`config.mk`:
```
export PLATFORM = sky130hd
export DESIGN_NAME = rmw_sequencer
export DESIGN_NICKNAME = d
export VERILOG_FILES = /design/src/rtl/rmw_sequencer.sv
export SDC_FILE = /design/constraint.sdc
export NUM_CORES = 1
export LEC_CHECK = 0
export BUFFER_PORTS_ARGS = -buffer_cell sky130_fd_sc_hd__buf_4
export CORE_ASPECT_RATIO = 2
export CORE_UTILIZATION = 51
export CTS_BUF_LIST = sky130_fd_sc_hd__clkbuf_16
export CTS_CLUSTER_SIZE = 10
export DETAILED_ROUTE_END_ITERATION = 10
export GPL_TIMING_DRIVEN = 0
export PLACE_DENSITY = 0.86
export SLEW_MARGIN = 15
export SYNTH_ARGS = -nofsm -noshare
export SYNTH_HDL_FRONTEND = slang
export SYNTH_SLANG_ARGS = --single-unit
```
`constraint.sdc`:
```
create_clock -name CLK -period 2.75 [get_ports CLK]
set_input_delay 0.4125 -clock CLK [delete_from_list [all_inputs] [get_ports CLK]]
set_output_delay 0.4125 -clock CLK [all_outputs]
set_load 0.03 [all_outputs]
```
`src/rtl/rmw_sequencer.sv`:
```
// rmw_sequencer: NMOS-6502-style read-modify-write controller.
// Reads the operand, dummy-writes the original value, writes the ALU
// result, then pulses DONE/FLAG_WE with the ALU-produced flags.
module rmw_sequencer #(
    parameter int unsigned ADDR_W         = 16,
    parameter int unsigned MAX_WAIT       = 15,
    // ALU control encodings; defaults must track the shared ALU's params.vh
    parameter logic [3:0]  C_ALU_CTRL_THA = 4'h0,
    parameter logic [3:0]  C_ALU_CTRL_INC = 4'h1,
    parameter logic [3:0]  C_ALU_CTRL_DEC = 4'h2,
    parameter logic [3:0]  C_ALU_CTRL_ASL = 4'h3,
    parameter logic [3:0]  C_ALU_CTRL_LSR = 4'h4,
    parameter logic [3:0]  C_ALU_CTRL_ROL = 4'h5,
    parameter logic [3:0]  C_ALU_CTRL_ROR = 4'h6
) (
    input  logic              CLK,
    input  logic              RST,
    input  logic              START,
    input  logic [2:0]        OP,
    input  logic [ADDR_W-1:0] ADDR,
    input  logic [7:0]        FLAG_IN,
    output logic [ADDR_W-1:0] MEM_ADDR,
    output logic [7:0]        MEM_WDATA,
    output logic              MEM_WE,
    output logic              MEM_REQ,
    input  logic [7:0]        MEM_RDATA,
    input  logic              MEM_RDY,
    output logic [7:0]        ALU_A,
    output logic [7:0]        ALU_B,
    output logic [3:0]        ALU_CTRL,
    output logic [7:0]        ALU_FLAG,
    input  logic [7:0]        ALU_OUT,
    input  logic [7:0]        ALU_FLAG_OUT,
    output logic              BUSY,
    output logic              DONE,
    output logic              ERR,
    output logic              FLAG_WE,
    output logic [7:0]        FLAG_OUT
);

    typedef enum logic [2:0] {
        S_IDLE,
        S_READ,
        S_DUMMY,
        S_WRITE,
        S_FIN
    } state_t;

    localparam logic [7:0] WAIT_LIMIT = 8'(MAX_WAIT);

    state_t            state_q, state_d;
    logic [ADDR_W-1:0] addr_q, addr_d;
    logic [2:0]        op_q, op_d;
    logic [7:0]        flag_in_q, flag_in_d;
    logic [7:0]        operand_q, operand_d;
    logic [7:0]        result_q, result_d;
    logic [7:0]        flags_q, flags_d;
    logic [7:0]        wait_q, wait_d;
    logic              err_q, err_d;
    logic              timeout;
    logic              bus_state;

    // Next-state, datapath capture and output decode
    always_comb begin
        state_d   = state_q;
        addr_d    = addr_q;
        op_d      = op_q;
        flag_in_d = flag_in_q;
        operand_d = operand_q;
        result_d  = result_q;
        flags_d   = flags_q;
        err_d     = 1'b0;
        timeout   = 1'b0;
        bus_state = 1'b0;
        MEM_REQ   = 1'b0;
        MEM_WE    = 1'b0;
        MEM_WDATA = '0;
        DONE      = 1'b0;
        FLAG_WE   = 1'b0;

        case (state_q)
            S_IDLE: begin
                if (START) begin
                    if (OP <= 3'd5) begin
                        addr_d    = ADDR;
                        op_d      = OP;
                        flag_in_d = FLAG_IN;
                        state_d   = S_READ;
                    end else begin
                        err_d = 1'b1;
                    end
                end
            end
            S_READ: begin
                bus_state = 1'b1;
                MEM_REQ   = 1'b1;
                if (MEM_RDY) begin
                    operand_d = MEM_RDATA;
                    state_d   = S_DUMMY;
                end
            end
            S_DUMMY: begin
                bus_state = 1'b1;
                MEM_REQ   = 1'b1;
                MEM_WE    = 1'b1;
                MEM_WDATA = operand_q;
                if (MEM_RDY) begin
                    result_d = ALU_OUT;
                    flags_d  = ALU_FLAG_OUT;
                    state_d  = S_WRITE;
                end
            end
            S_WRITE: begin
                bus_state = 1'b1;
                MEM_REQ   = 1'b1;
                MEM_WE    = 1'b1;
                MEM_WDATA = result_q;
                if (MEM_RDY) begin
                    state_d = S_FIN;
                end
            end
            S_FIN: begin
                DONE    = 1'b1;
                FLAG_WE = 1'b1;
                state_d = S_IDLE;
            end
            default: state_d = S_IDLE;
        endcase

        // Completion in the limit cycle wins, so timeout only fires with RDY low
        if (bus_state && !MEM_RDY && (wait_q == WAIT_LIMIT)) begin
            timeout = 1'b1;
            state_d = S_IDLE;
        end

        if (state_d != state_q) begin
            wait_d = '0;
        end else if (bus_state && !MEM_RDY && (wait_q != 8'hFF)) begin
            wait_d = wait_q + 8'd1;
        end else begin
            wait_d = wait_q;
        end
    end

    // ALU control decode from the latched opcode; pass-through when idle
    always_comb begin
        ALU_CTRL = C_ALU_CTRL_THA;
        if (state_q != S_IDLE) begin
            case (op_q)
                3'd0:    ALU_CTRL = C_ALU_CTRL_INC;
                3'd1:    ALU_CTRL = C_ALU_CTRL_DEC;
                3'd2:    ALU_CTRL = C_ALU_CTRL_ASL;
                3'd3:    ALU_CTRL = C_ALU_CTRL_LSR;
                3'd4:    ALU_CTRL = C_ALU_CTRL_ROL;
                3'd5:    ALU_CTRL = C_ALU_CTRL_ROR;
                default: ALU_CTRL = C_ALU_CTRL_THA;
            endcase
        end
    end

    assign MEM_ADDR = addr_q;
    assign ALU_A    = operand_q;
    assign ALU_B    = '0;
    assign ALU_FLAG = flag_in_q;
    assign BUSY     = (state_q != S_IDLE);
    assign ERR      = err_q | timeout;
    assign FLAG_OUT = flags_q;

    // State and datapath registers with synchronous reset
    always_ff @(posedge CLK) begin
        if (RST) begin
            state_q   <= S_IDLE;
            addr_q    <= '0;
            op_q      <= '0;
            flag_in_q <= '0;
            operand_q <= '0;
            result_q  <= '0;
            flags_q   <= '0;
            wait_q    <= '0;
            err_q     <= 1'b0;
        end else begin
            state_q   <= state_d;
            addr_q    <= addr_d;
            op_q      <= op_d;
            flag_in_q <= flag_in_d;
            operand_q <= operand_d;
            result_q  <= result_d;
            flags_q   <= flags_d;
            wait_q    <= wait_d;
            err_q     <= err_d;
        end
    end

endmodule

```
==> results.md, run 1 <==
- The flow ran to the end, and the final reports show no timing, DRC or antenna violations.
- The longest clock path from root to sink contains 2 buffers.
- The chip width is 54.34 microns.
- Counting cells, the worst reg-to-reg path comes to 7.
- The via count of the first global-routing pass came to 2740.
- The post-layout minimum cycle time is 2.395 ns.
- The required time of the critical path is 2.34 ns.
- The critical setup path kind is reg -> out.
- The number of CTS-inserted buffers is 9.
- In the finished design, the share of the clock period the worst path needs comes to 0.8709.
- The number of vias per cell after detailed routing is 5.277.
- For this run, the register share of the synthesized area comes to 0.4514.
- The timing-limited maximum frequency is 0.4176 GHz.
- The initialized floorplan defines 37 standard-cell rows.
- In this run the remaining antenna-violating nets after routing total 0.
- In this run the tool buffered the top-level ports with 111 buffer cells.
- The setup-violating endpoint count in the final report is 0.
- The number of enable-type register cells in the synthesized netlist is 0.
- The fraction of synthesis flops using an asynchronous set or reset pin is 0.
- The cell depth of the worst hold path is 3.
- The total iterations of the first detailed-routing run is 4.
- The critical path startpoint category is a flip-flop.
- For this run, the post-layout net count is 512.
- The die covers 5796 sq um.
- The number of fill cells in the layout is 385.
- The combined global-route utilization of all metal layers is 0.2890.
- Dividing total power by cell area gives a power density of 647.0 nW/um^2.
- The most common cell after layout, fill and taps aside is buf_4.
- Leaving out fill and tap cells, the most frequent cells in the layout are 124 x buf_4, 91 x nand2_1, 63 x dfxtp_1.
- The transition time of the tightest slew-check pin is 0.5447 ns.
- Traced cell by cell, the critical path runs through ha_1 > nand2_1 > nor4b_4 > and2_1 > or2_2 > buf_4.
- For this block, the via count after detailed routing is 2739.
- At the end of routability-driven placement, the weighted congestion stood at 0.7820.
- The area growth from synthesis to layout is 44.38%.
- The first global-routing pass estimated 11940 microns of wire.
- For this configuration, the core starts out at a cell density of 0.5389.
- The worst-case register-to-register setup slack is 1.03 ns.
- The initial antenna violation count is 0.
- After detailed routing, the number of remaining DRC violations is 0.
- At the later pin of the worst-skew pair, clock insertion delay measures 0.33 ns.
- On the critical path, the stage with the largest delay is an instance of dfxtp_1.
- The sum of negative setup slack is 0 ns.
- The height of the die is 106.7 microns.
- The tool flagged a number of max-cap violations equal to 0.
- Global routing finished with a remaining overflow of 0.
- The number of different library cells used by synthesis comes to 42.
- The class of the worst hold path is in -> reg.
- For hold timing, the worst endpoint is ALU_A[2].
- The highest net fanout along the worst path is 4.
- Detailed placement ended at an HPWL of 5603 microns.
- The startpoint identified for the worst hold timing path is MEM_RDATA[2].
- The relative slew slack is 0.6357.
- In this run the critical register-to-register path is captured at result_q[4].
- In this run the cell area of the synthesized design comes to 2794 sq um.
- The number of instances in the synthesized netlist is 326.
- The kind of end point of the critical path is an output port.
- The leakage power is 1.748 nW.
- The most used flip-flop cell after synthesis is dfxtp_1.
- In this run, synthesis produced a sequential element count of 63.
- The fraction of layout cells with a size suffix above 1 is 0.3492.
- The routed design has 7677 microns of wire.
- The count of antenna diodes in the layout is 0.
- The count of pins on the block boundary is 121.
- The clock edge transition at the registers on the reported setup and hold paths is 0.05 ns.
- Measured on the finished design, the core utilization comes to 0.7780.
- The number of levels in the clock H-tree is 3.
- The placeable core area is 5185 sq um.
- The detailed router's first-iteration violation count is 71.
- TritonCTS built the clock tree.
- The final clock skew is 0.004836 ns.
- The final hold violation count is 0.
- The Yosys step of the flow raised 0 warnings.
- The startpoint of the worst-slack reg-to-reg timing path is state_q[2].
- The worst supply voltage drop on vdd is 642.6 uV.
- The clock net in this run drives a total of 63 sinks.
- The maximum cell stage delay along the critical path is 0.37 ns.
- The signal arrival time at the worst endpoint is 1.98 ns.
- The max-slew violation total from the final report is 0.
- The setup fix buffers added after clock tree synthesis is 0.
- In the final routed layout, each cell accounts on average for 14.79 microns.
- The average cell area after synthesis is 8.570 sq um.
- Setup repair after global routing left no endpoint under its margin.
- Entering global routing, the biggest net connects 11 pins.
- The hold-fix buffer count after cts is 0.
- The tree is rooted in a clkbuf_16.
- The number of gates resized after CTS was 0.
- Hold timing on the final database bottoms out at a slack of 0.3240 ns.
cell families after synthesis:
kind of cell	after synthesis	share of synthesized area
AND/OR/NAND/NOR	149	0.2566
other	1	0.001342
multiplexers	21	0.07613
adder cells (fa/ha/maj)	1	0.004478
XOR/XNOR	2	0.006271
AO/OA/AOI/OAI	56	0.1254
buffers and inverters	33	0.07836
flip-flops	63	0.4514
synthesized netlist by cell type, types with 3 or more instances:
cell,count,area (sq um)
nand2_1,91,341.6
dfxtp_1,63,1261
a21oi_1,43,215.2
nor2_1,27,101.4
mux2i_1,19,190.2
buf_4,13,97.59
clkbuf_1,9,33.78
buf_6,6,67.56
inv_1,4,15.01
a31oi_1,3,18.77
and3_1,3,18.77
nor3_1,3,15.01
nor4_1,3,18.77
power by group:
group	internal (mW)	total (mW)	switching, mW
combinational	0.192	0.459	0.267
clock	0.776	1.17	0.391
sequential	0.957	0.983	0.0265
final cells by class:
class                   instances  area [sq um]  share of cell area
multi-input cells             238          1344              0.3331
flip-flops and latches         63          1261              0.3127
repair buffers                111         833.3              0.2066
clock buffers                   9         225.2             0.05583
plain buffers                  29         203.9             0.05056
clock inverters                 7         78.83             0.01954
well taps                      58         72.57             0.01799
inverters                       4         15.01            0.003722
registers in the layout, indices dropped and copies added, names as in the netlist:
register  cells
MEM_ADDR     16
err_q         1
result_q      8
op_q          3
FLAG_OUT      8
state_q       3
ALU_FLAG      8
ALU_A         8
wait_q        8
critical path, delay by kind of cell (launching register included):
family | cells | cell delay (ns)
fa+ha+maj | 1 | 0.26
flops | 1 | 0.37
buf+inv | 1 | 0.15
simple gates | 4 | 0.87
worst max path at each step:
stage	endpoint	slack [ns]	start
finish	ERR	0.36	wait_q[0]
global route	ERR	0.25	wait_q[0]
CTS	ERR	0.36	wait_q[0]
detailed placement	ERR	0.73	wait_q[0]
global placement	ERR	0.77	wait_q[0]
floorplan	FLAG_WE	0.59	state_q[0]
per-layer routing:
layer  share of wire  global-route usage  vias up
li1                -                   -     1332
met1            0.34              0.2604     1276
met2            0.56              0.5209      100
met3           0.053             0.07092       31
met4           0.050              0.1886        0
met5               0                   0        -
metrics by stage:
stage	area (sq um)	std cells	worst slack, ns	power, mW
floorplan	2824	334	0.5898	1.286
global placement	3730	503	0.7727	1.447
detailed placement	3730	503	0.7286	1.457
CTS	4034	519	0.3628	2.615
global route	4034	519	0.2472	2.684
finish	4034	519	0.3552	2.610
(Power assumes the default switching activity.)
==> inputs of run 2 (changes only) <==
--- a/config.mk
+++ b/config.mk
@@ -8,7 +8,6 @@
 export BUFFER_PORTS_ARGS = -buffer_cell sky130_fd_sc_hd__buf_4
 export CORE_ASPECT_RATIO = 2
 export CORE_UTILIZATION = 51
-export CTS_BUF_LIST = sky130_fd_sc_hd__clkbuf_16
 export CTS_CLUSTER_SIZE = 10
 export DETAILED_ROUTE_END_ITERATION = 10
 export GPL_TIMING_DRIVEN = 0
==> results.md, run 2 (synthesized netlist as in run 1, its figures left out) <==
- Compared with the post-synthesis result, the final layout area differs by 42.19%.
- The core region is 5185 sq um.
- The master of the slowest instance on the critical path is dfxtp_1.
- The transition time of the tightest slew-check pin is 0.5404 ns.
- The first global-routing pass estimated 11540 microns of wire.
- The post-detailed-placement half-perimeter wirelength is 5603 microns.
- In the layout the commonest cells are 124 x buf_4, 91 x nand2_1, 63 x dfxtp_1.
- The power per unit of standard cell area is 605.4 nW/um^2.
- The height of the die is 106.7 microns.
- The TritonCTS clock tree is yes.
- The DRC violation count after routing is 0.
- Wires add up to 7540 microns.
- In this run the static leakage power is 1.720 nW.
- In the final timing run, aggregate negative setup slack is 0 ns.
- Traced cell by cell, the critical path runs through ha_1 > nand2_1 > nor4b_4 > and2_1 > or2_2 > buf_4.
- The run finished with clean final reports.
- The floorplan step defined a die boundary enclosing 5796 sq um.
- Of the available clock period, the critical path in the final layout requires 0.8800.
- In this run the post-CTS setup repair buffer count came out at 0.
- The source-to-sink clock delay at the later pin of the worst-skew pair is 0.35 ns.
- The global placer's final weighted congestion is 0.7820.
- The tightest min-delay check is of the in -> reg type.
- The placed standard-cell area is 3730 sq um.
- The hold-fix buffer count after cts is 0.
- For this configuration, the core starts out at a cell density of 0.5389.
- Entering global routing, the biggest net connects 11 pins.
- Final hold analysis gives a worst-case slack of 0.2970 ns.
- The maximum cell stage delay along the critical path is 0.39 ns.
- The combined global-route utilization of all metal layers is 0.2802.
- The global-route met2 utilization is 0.5078.
- The clock tree buffer depth is 2.
- The clock edge transition at the registers on the reported setup and hold paths is 0.07 ns.
- The final clock skew is 0.006262 ns.
- The global routing met1 resource utilization is 0.2473.
- 121 I/O pins were placed.
- Dividing the detail-routed via count by the number of cells gives 5.229.
- The count of antenna diodes in the layout is 0.
- The kind of cell adding the most delay to the critical path is simple AND/OR/NAND/NOR gates.
- The timing-limited maximum frequency is 0.4132 GHz.
- Counting every sink on the clock net gives 63.
- The via count of the first global-routing pass is 2722.
- The kind of end point of the critical path is an output port.
- For this block, the via count after detailed routing is 2714.
- The worst setup path is launched from a flip-flop.
- The number of CTS-inserted buffers is 9.
- The total overflow left after global routing is 0.
- The row count is 37.
- For the worst setup path, the data arrival time is 2.01 ns.
- In this run the register-to-register setup slack is 1.04 ns.
- The summed area of non-filler cells in the final layout is 3973 sq um.
- The relative slew slack is 0.6364.
- By startpoint and endpoint, the worst setup path is classified as reg -> out.
- At the end of the flow, the number of nets in the layout was 512.
- In this run, the number of DRC markers left after iteration 0 of detailed routing was 69.
- The number of levels in the clock H-tree is 3.
- The routed wire length per instance is 14.53 microns.
- VDD sags by at most 600.2 uV.
- The initial antenna violation count is 0.
- Counting both buffers and inverters, the worst setup path holds a total of 1.
- The max-slew violation total from the final report is 0.
- The number of buffer cells added on primary ports is 111.
- The chip width is 54.34 microns.
- The global-route met3 utilization is 0.1007.
- The clock root buffer is clkbuf_8.
- Leaving out fill and tap cells, the most frequent cell in the layout is buf_4.
- Of all nets on the critical path, the largest fanout is 4.
- The layer with the highest usage after global routing is met2.
- Counting tap cells, the placed design contains a total of 503 instances.
- STA puts the critical path data required time at 2.34 ns.
- Total power for the finished layout comes to 2.405 mW.
- The fraction of layout cells with a size suffix above 1 is 0.3579.
- The count of instances resized after the clock tree is built is 0.
- The number of max-cap violations is 0.
- Setup violations remaining at the end of the flow were counted as 0.
- Setup repair after global routing left no endpoint under its margin.
- The filler-free cell count of the finished design is 519.
- For the finished layout, the period the worst path requires is 2.420 ns.
- The flip-flop count of the largest register after layout is 16.
- The final hold violation count is 0.
- The number of nets still failing antenna checks after routing is 0.
- The first detailed-routing pass ran for 4 iterations.
## run 2: metal layers
metal  vias up  part of all wire  wire [microns]
met5         -                 0               0
met4         0             0.037             282
met3        25             0.061             458
met2        96              0.56            4224
met1      1267              0.34            2574
li1       1326                 -               -
## run 2: cell type report
type | count | area, sq um
multi-input combinational | 238 | 1344
sequential | 63 | 1261
fill | 403 | 1212
timing repair buffer | 111 | 833.3
buffer | 29 | 203.9
clock buffer | 14 | 182.7
tap | 58 | 72.57
clock inverter | 2 | 60.06
inverter | 4 | 15.01
## run 2: final timing paths
path | startpoint | endpoint | depth (start not counted)
worst max-delay path | wait_q[0] | ERR | 6
worst max register to register | state_q[1] | ALU_FLAG[2] | 6
worst min-delay path | MEM_RDATA[0] | ALU_A[0] | 3
worst min register to register | FLAG_OUT[2] | FLAG_OUT[2] | 2
## run 2: stage by stage
stage / worst slack, ns / util
after detailed placement: 0.7286 / 0.7194
after CTS: 0.3428 / 0.7662
after global placement: 0.7727 / 0.7194
after floorplan: 0.5898 / -
final: 0.3301 / 0.7662
after global routing: 0.2115 / 0.7662
## run 2: worst reg2reg max path: stages (launching register included)
cell and delay [ns]:
dfxtp_1 0.31, buf_6 0.15, nor3_4 0.34, nand3_2 0.27, clkbuf_1 0.29, nand2_1 0.14
a21oi_1 0.09
## run 2: where the power goes
group	switching [mW]	internal, mW	leakage [nW]
Clock	0.356	0.610	0.123
Sequential	0.0260	0.955	0.512
Combinational	0.266	0.192	1.09
